$ cat src/rtl/rvfi_csr_check_pkg.sv
// Shared types for the RVFI CSR shadow checker: FSM states, error causes,
// and the channel index used to report where the first error happened.
package rvfi_csr_check_pkg;

    typedef enum logic [1:0] {
        IDLE  = 2'd0,
        TRACK = 2'd1,
        FAIL  = 2'd2
    } state_t;

    typedef enum logic [1:0] {
        ERR_NONE  = 2'd0,
        ERR_DATA  = 2'd1,
        ERR_ORDER = 2'd2,
        ERR_WTRAP = 2'd3
    } err_code_t;

    typedef logic [1:0] chan_t;

endpackage

$ cat src/rtl/rvfi_csr_shadow_check_if.sv
// RVFI retirement bundle restricted to the fields the CSR shadow checker observes.
interface rvfi_csr_shadow_check_if #(
    parameter int XLEN   = 32,
    parameter int NRET   = 1,
    parameter int ORDERW = 64
);
    logic [NRET-1:0]        rvfi_valid;
    logic [NRET*ORDERW-1:0] rvfi_order;
    logic [NRET-1:0]        rvfi_trap;
    logic [NRET*XLEN-1:0]   rvfi_csr_rmask;
    logic [NRET*XLEN-1:0]   rvfi_csr_wmask;
    logic [NRET*XLEN-1:0]   rvfi_csr_rdata;
    logic [NRET*XLEN-1:0]   rvfi_csr_wdata;

    modport master (
        output rvfi_valid, rvfi_order, rvfi_trap,
        output rvfi_csr_rmask, rvfi_csr_wmask, rvfi_csr_rdata, rvfi_csr_wdata
    );

    modport slave (
        input rvfi_valid, rvfi_order, rvfi_trap,
        input rvfi_csr_rmask, rvfi_csr_wmask, rvfi_csr_rdata, rvfi_csr_wdata
    );
endinterface

$ cat src/rtl/rvfi_csr_shadow_lane.sv
// One retirement channel: order/trap/data checks against the incoming shadow,
// then the shadow/known/expected_order values handed to the next channel.
module rvfi_csr_shadow_lane
    import rvfi_csr_check_pkg::*;
#(
    parameter int XLEN   = 32,
    parameter int ORDERW = 64
) (
    input  logic              valid,
    input  logic              trap,
    input  logic              gap,
    input  logic              prev_seed,
    input  logic [ORDERW-1:0] order,
    input  logic [ORDERW-1:0] prev_exp,
    input  logic [XLEN-1:0]   rmask,
    input  logic [XLEN-1:0]   wmask,
    input  logic [XLEN-1:0]   rdata,
    input  logic [XLEN-1:0]   wdata,
    input  logic [XLEN-1:0]   prev_shadow,
    input  logic [XLEN-1:0]   prev_known,
    output logic [XLEN-1:0]   next_shadow,
    output logic [XLEN-1:0]   next_known,
    output logic [ORDERW-1:0] next_exp,
    output logic              next_seed,
    output err_code_t         code
);
    logic              active;
    logic [ORDERW-1:0] eff_exp;
    logic              order_err;
    logic              trap_err;
    logic              data_err;

    always_comb begin
        active    = valid && !trap;
        // The first valid channel after reset defines where the order sequence starts.
        eff_exp   = prev_seed ? order : prev_exp;
        order_err = valid && (gap || (order != eff_exp));
        trap_err  = valid && trap && (|wmask);
        data_err  = active && (|(rmask & prev_known & (rdata ^ prev_shadow)));

        code = ERR_NONE;
        if (order_err)     code = ERR_ORDER;
        else if (trap_err) code = ERR_WTRAP;
        else if (data_err) code = ERR_DATA;

        next_shadow = prev_shadow;
        next_known  = prev_known;
        if (active) begin
            next_shadow = (wmask & wdata) | (rmask & ~wmask & rdata) | (~(rmask | wmask) & prev_shadow);
            next_known  = prev_known | rmask | wmask;
        end

        next_exp  = valid ? (eff_exp + ORDERW'(1)) : prev_exp;
        next_seed = prev_seed && !valid;
    end
endmodule

$ cat src/rtl/rvfi_csr_shadow_check.sv
// Tracks one CSR through RVFI retirements and latches the first inconsistency
// (data mismatch, order gap, write-on-trap) seen across the retirement channels.
module rvfi_csr_shadow_check
    import rvfi_csr_check_pkg::*;
#(
    parameter int XLEN   = 32,
    parameter int NRET   = 1,
    parameter int ORDERW = 64
) (
    input  logic                     clock,
    input  logic                     reset,
    input  logic                     check,
    rvfi_csr_shadow_check_if.slave   rv,
    output logic                     err,
    output logic [1:0]               err_code,
    output logic [1:0]               err_chan,
    output logic [31:0]              retired
);
    state_t            state, state_n;
    logic [XLEN-1:0]   shadow, shadow_n;
    logic [XLEN-1:0]   known, known_n;
    logic [ORDERW-1:0] expected_order, exp_n;
    logic              err_q, err_n;
    err_code_t         code_q, code_n;
    chan_t             chan_q, chan_n;
    logic [31:0]       retired_q, retired_n;

    logic [XLEN-1:0]   shadow_c [NRET+1];
    logic [XLEN-1:0]   known_c  [NRET+1];
    logic [ORDERW-1:0] exp_c    [NRET+1];
    logic              seed_c   [NRET+1];
    err_code_t         lane_code [NRET];
    logic [NRET-1:0]   gap;

    logic              hole;
    logic [2:0]        cnt;
    logic [32:0]       sum;
    logic              hit;
    err_code_t         hit_code;
    chan_t             hit_chan;

    assign shadow_c[0] = shadow;
    assign known_c[0]  = known;
    assign exp_c[0]    = expected_order;
    assign seed_c[0]   = (state == IDLE);

    for (genvar i = 0; i < NRET; i++) begin : g_lane
        rvfi_csr_shadow_lane #(.XLEN(XLEN), .ORDERW(ORDERW)) u_lane (
            .valid       (rv.rvfi_valid[i]),
            .trap        (rv.rvfi_trap[i]),
            .gap         (gap[i]),
            .prev_seed   (seed_c[i]),
            .order       (rv.rvfi_order[i*ORDERW +: ORDERW]),
            .prev_exp    (exp_c[i]),
            .rmask       (rv.rvfi_csr_rmask[i*XLEN +: XLEN]),
            .wmask       (rv.rvfi_csr_wmask[i*XLEN +: XLEN]),
            .rdata       (rv.rvfi_csr_rdata[i*XLEN +: XLEN]),
            .wdata       (rv.rvfi_csr_wdata[i*XLEN +: XLEN]),
            .prev_shadow (shadow_c[i]),
            .prev_known  (known_c[i]),
            .next_shadow (shadow_c[i+1]),
            .next_known  (known_c[i+1]),
            .next_exp    (exp_c[i+1]),
            .next_seed   (seed_c[i+1]),
            .code        (lane_code[i])
        );
    end

    always_comb begin
        hole = 1'b0;
        gap  = '0;
        cnt  = '0;
        for (int i = 0; i < NRET; i++) begin
            gap[i] = rv.rvfi_valid[i] && hole;
            hole   = hole || !rv.rvfi_valid[i];
            cnt    = cnt + 3'(rv.rvfi_valid[i]);
        end
        sum       = {1'b0, retired_q} + 33'(cnt);
        retired_n = sum[32] ? 32'hFFFF_FFFF : sum[31:0];

        // Scan from the top down so the lowest erroring channel is what remains.
        hit      = 1'b0;
        hit_code = ERR_NONE;
        hit_chan = '0;
        for (int i = NRET - 1; i >= 0; i--) begin
            if (lane_code[i] != ERR_NONE) begin
                hit      = 1'b1;
                hit_code = lane_code[i];
                hit_chan = chan_t'(i);
            end
        end

        state_n  = state;
        shadow_n = shadow;
        known_n  = known;
        exp_n    = expected_order;
        err_n    = err_q;
        code_n   = code_q;
        chan_n   = chan_q;

        case (state)
            IDLE, TRACK: begin
                if (hit) begin
                    state_n = FAIL;
                    err_n   = 1'b1;
                    code_n  = hit_code;
                    chan_n  = hit_chan;
                end else begin
                    shadow_n = shadow_c[NRET];
                    known_n  = known_c[NRET];
                    exp_n    = exp_c[NRET];
                    if (!seed_c[NRET]) state_n = TRACK;
                end
            end
            FAIL: ;
            default: state_n = IDLE;
        endcase
    end

    always_ff @(posedge clock) begin
        if (!reset) begin
            state          <= IDLE;
            shadow         <= '0;
            known          <= '0;
            expected_order <= '0;
            err_q          <= 1'b0;
            code_q         <= ERR_NONE;
            chan_q         <= '0;
            retired_q      <= '0;
        end else begin
            state          <= state_n;
            shadow         <= shadow_n;
            known          <= known_n;
            expected_order <= exp_n;
            err_q          <= err_n;
            code_q         <= code_n;
            chan_q         <= chan_n;
            retired_q      <= retired_n;
        end
    end

    always_ff @(posedge clock) begin
        if (reset && check) assert (!err_q);
    end

    assign err      = err_q;
    assign err_code = code_q;
    assign err_chan = chan_q;
    assign retired  = retired_q;
endmodule
$ cat src/flat_wrapper.sv
// flat-port wrapper written by rule: the top's interface ports become plain ports
module rvfi_csr_shadow_check_flat import rvfi_csr_check_pkg::*;
#(
    parameter int XLEN   = 32,
    parameter int NRET   = 1,
    parameter int ORDERW = 64
)
  (clock, reset, check, err, err_code, err_chan, retired, rv_rvfi_valid, rv_rvfi_order, rv_rvfi_trap, rv_rvfi_csr_rmask, rv_rvfi_csr_wmask, rv_rvfi_csr_rdata, rv_rvfi_csr_wdata);
  rvfi_csr_shadow_check_if #(.XLEN(XLEN), .NRET(NRET), .ORDERW(ORDERW)) rv_i ();
  input  logic clock;
  input  logic reset;
  input  logic check;
  output logic err;
  output logic [1:0] err_code;
  output logic [1:0] err_chan;
  output logic [31:0] retired;
  input wire logic [$bits(rv_i.rvfi_valid)-1:0] rv_rvfi_valid;
  input wire logic [$bits(rv_i.rvfi_order)-1:0] rv_rvfi_order;
  input wire logic [$bits(rv_i.rvfi_trap)-1:0] rv_rvfi_trap;
  input wire logic [$bits(rv_i.rvfi_csr_rmask)-1:0] rv_rvfi_csr_rmask;
  input wire logic [$bits(rv_i.rvfi_csr_wmask)-1:0] rv_rvfi_csr_wmask;
  input wire logic [$bits(rv_i.rvfi_csr_rdata)-1:0] rv_rvfi_csr_rdata;
  input wire logic [$bits(rv_i.rvfi_csr_wdata)-1:0] rv_rvfi_csr_wdata;
  assign rv_i.rvfi_valid = rv_rvfi_valid;
  assign rv_i.rvfi_order = rv_rvfi_order;
  assign rv_i.rvfi_trap = rv_rvfi_trap;
  assign rv_i.rvfi_csr_rmask = rv_rvfi_csr_rmask;
  assign rv_i.rvfi_csr_wmask = rv_rvfi_csr_wmask;
  assign rv_i.rvfi_csr_rdata = rv_rvfi_csr_rdata;
  assign rv_i.rvfi_csr_wdata = rv_rvfi_csr_wdata;
  rvfi_csr_shadow_check #(.XLEN(XLEN), .NRET(NRET), .ORDERW(ORDERW)) u_core (.clock(clock), .reset(reset), .check(check), .rv(rv_i), .err(err), .err_code(err_code), .err_chan(err_chan), .retired(retired));
endmodule
$ cat config.mk
export PLATFORM = sky130hd
export DESIGN_NAME = rvfi_csr_shadow_check_flat
export DESIGN_NICKNAME = d
export VERILOG_FILES = /design/src/rtl/rvfi_csr_check_pkg.sv /design/src/rtl/rvfi_csr_shadow_check_if.sv /design/src/rtl/rvfi_csr_shadow_lane.sv /design/src/rtl/rvfi_csr_shadow_check.sv /design/src/flat_wrapper.sv
export SDC_FILE = /design/constraint.sdc
export NUM_CORES = 1
export LEC_CHECK = 0
export CORE_UTILIZATION = 53
export CTS_CLUSTER_DIAMETER = 120
export DETAILED_ROUTE_END_ITERATION = 12
export PLACE_DENSITY = 0.81
export SLEW_MARGIN = 10
export SYNTH_ARGS = -nofsm -noshare
export SYNTH_HDL_FRONTEND = slang
export SYNTH_SLANG_ARGS = --single-unit
$ cat constraint.sdc
create_clock -name clock -period 4.4 [get_ports clock]
set_clock_uncertainty 0.15 [all_clocks]
set_input_delay 0.88 -clock clock [delete_from_list [all_inputs] [get_ports clock]]
set_output_delay 0.88 -clock clock [all_outputs]
set_load 0.02 [all_outputs]
==> impl_metrics.toml <==
[routing]
drt-total-wl_um = 42140
vias_per_cell = 6.542
routed-via-count = 13607
route.detailed.wl_per_inst_um = 20.26
drtIter0Drc = 1915
detailedRoute.firstPassIterationCount = 8
drcViolationCount = 0
postRouteAntennaNets = 0

[die]
die-width_um = 151.0
floorplan.core_area_sq_um = 21820
ioPinCount = 234
rows = 54
initial_utilization_pct = 53.95
fp.dieArea_sq_um = 22810
die_height_um = 151.0

[power_and_ir_drop]
powerDensity_nw_per_um2 = 291.2
power_leakage_nw = 5.267
p_total_mw = 4.410
max-vdd-ir-drop_mv = 0.2475

[logic_synthesis]
yosys.area_share.adder_pct = 0.3188
synth-warning-count = 0
synth_compound_area_share_pct = 27.57
post_synth_mux_area_share_pct = 3.762
yosys_register_bits = 165
yosys.area_share.simple_pct = 30.26
seq_area_frac_synth_pct = 28.06
synth_top_cells_by_area = "dfxtp_1 28%, nand2_1 6.1%, nor2_1 5.1%"
yosysTopAreaCellShare_pct = 28.06
yosys.area_share.xor_xnor_pct = 5.728
synthArstFlopShare_pct = 0
syn_area_cell_sq_um = 7.442
yosysUniqueCellTypes = 80
yosysTopAreaCell = "dfxtp_1"
ys_dominant_reg_cell = "dfxtp_1"
synthesis.area_sq_um = 11770
dominant_combinational_cell_family_by_area_after_synthesis = "simple AND/OR/NAND/NOR gates"
synth-edff-count = 0
synth_cells = 1582

[worst_setup_path]
timing_worst_setup_path_type = "in -> reg"
stage_delay_of_the_slowest_cell_on_the_critical_path_ns = 0.55
path_cells = "clkdlybuf4s50_1 > or3b_2 > nand2_1 > ha_1 > nand2_1 > o21ai_0 > nand4_1 > buf_4 > nor3_4 > buf_4 > nand4_1 > a2111o_1 > a31oi_1"
start_kind = "primary input"
timing.critical_path.to_type = "register"
critPathArrivalTime_ns = 4.09
path_buf_inv = 3
crit_required_ns = 4.61
worst_path_dominant_cell_family = "simple AND/OR/NAND/NOR gates"
crit_fanout = 6
critPathSlowestCell = "clkdlybuf4s50_1"

[cts]
tritoncts = "done"
clk_pin_slew_ns = 0.07
clock_latency_ns = 0.44
cts_repair_resize_count = 0
htree_num_levels = 4
cts.hold.buffers_added = 0
clkSinkCount = 165
cts.repair_timing.setup_buffer_count = 0
cts_made_buffers = 17
root_buffer_cell = "clkbuf_16"
cts-root-to-sink-buffers = 2

[timing]
finalWorstPathRequiredPeriod_ns = 3.883
tns_ns = 0
maxSlewViolCount = 0
grt_setup_unrepaired = "no"
slew_headroom_pct = 38.45
setup_slack_ns = 0.5171
finalSetupViolations = 0
finalHoldWorstSlack_ns = 0.3195
finalHoldViolations = 0
min_period_over_period_pct = 88.25
max_clock_freq_mhz = 257.5
tightestPinTransition_ns = 0.9233

[placement]
gpl.final_weighted_congestion = 1.024
dpl_worst_slack_ns = 0.1776
portBuffers = 230
dp.final_hpwl_um = 30200

[layout]
post_route_cells_drive_above_1_share_pct = 6.226
layout_commonest_cell = "clkdlybuf4s50_1"
synthToLayoutAreaGrowth_pct = 28.61
nNetsFinal = 1986
filler_cell_count = 1796
final_cell_mix = "229 x clkdlybuf4s50_1, 192 x nand2_1, 163 x dfxtp_1"
final_core_util_pct = 69.38

[global_routing]
met3_track_demand_over_resource_in_global_routing_pct = 8.163
grt.overflow.total = 0
met2_usage_pct = 55.55
grt_use_met1_pct = 47.98
first_global_vias = 12094
wire_length_of_the_first_global_routing_pass_um = 64190
grtUsageTotal_pct = 36.02
grt_most_used_layer = "met2"
grt_start_max_net_pins = 118
antenna_found_initial = 0

[run]
max_cap_viol_count = 0

[worst_hold_path]
hold_path.class = "reg -> reg"

[outcome]
status = "finished clean"
sequential cells by signal, indices dropped and copies added (netlist names):
register               count
u_core.shadow             32
u_core.expected_order     64
u_core.err                 1
u_core.err_code            2
u_core.state               2
u_core.retired            32
u_core.known              32
cell type report:
class / count / area, sq um / share of cell area, %
Clock buffer: 17 / 425.4 / 2.809
Clock inverter: 15 / 202.7 / 1.339
Antenna cell: 1 / 2.502 / 0.01653
Tap cell: 280 / 350.3 / 2.314
Sequential cell: 165 / 3306 / 21.83
Inverter: 33 / 126.4 / 0.8346
Timing Repair Buffer: 280 / 2738 / 18.08
Multi-Input combinational cell: 1289 / 7991 / 52.78
worst reg2reg max path: cells and delay by family (launching register included):
| kind | cells | cell delay (ns) |
|---|---|---|
| compound gates | 4 | 1.11 |
| buf+inv | 1 | 0.39 |
| flops | 1 | 0.81 |
| simple gates | 4 | 1.20 |
cell usage after synthesis, types with 34 or more instances:
| library cell | n |
|---|---|
| a21oi_1 | 91 |
| a31oi_1 | 40 |
| clkbuf_1 | 76 |
| dfxtp_1 | 165 |
| mux2i_1 | 42 |
| nand2_1 | 192 |
| nand3_1 | 94 |
| nand4_1 | 37 |
| nor2_1 | 159 |
| nor2b_1 | 35 |
| o2111ai_1 | 36 |
| o211ai_1 | 45 |
| o21a_1 | 34 |
| o21ai_0 | 63 |
| o31ai_1 | 34 |
| xnor2_1 | 53 |
final timing paths:
check | to | slack (ns) | start | cells after the start
worst min-delay path | u_core.known[11]$_SDFFE_PN0P_ | 0.32 | u_core.known[11]$_SDFFE_PN0P_ | 1
worst min register to register | u_core.known[11]$_SDFFE_PN0P_ | 0.32 | u_core.known[11]$_SDFFE_PN0P_ | 1
worst max register to register | u_core.expected_order[57]$_SDFFE_PN0P_ | 0.62 | u_core.state[0]$_SDFFE_PN0P_ | 9
worst max-delay path | u_core.expected_order[58]$_SDFFE_PN0P_ | 0.52 | rv_rvfi_order[1] | 13
per-layer routing:
metal  vias to the layer above  part of all wire [%]  routed length [um]
met1                      6326                    40               16850
met2                       817                    45               18950
met5                         -                     0                   0
met4                         0                   3.5                1479
met3                       118                    12                4859
li1                       6346                     -                   -
cell families (layout without fill, tap and decap cells):
logic type / Yosys count / after routing
compound gates: 464 / 464
xor+xnor: 77 / 77
fa+ha+maj: 3 / 3
buf+inv: 129 / 345
flops: 165 / 165
mux: 44 / 44
other cells: 1 / 3
simple gates: 699 / 699
power by group:
group,internal (mW),switching [mW],leakage [nW]
clock,0.826,0.754,0.304
sequential,1.58,0.131,1.34
combinational,0.481,0.638,3.62
total,2.89,1.52,5.27
stage by stage:
stage | cell area (sq um) | cells
2_1_floorplan | 11780 | 1583
3_3_place_gp | 14510 | 2047
3_5_place_dp | 14510 | 2047
4_1_cts | 15140 | 2079
5_1_grt | 15140 | 2079
6_report | 15140 | 2080
Note: power is estimated with default switching activity, not from simulation.
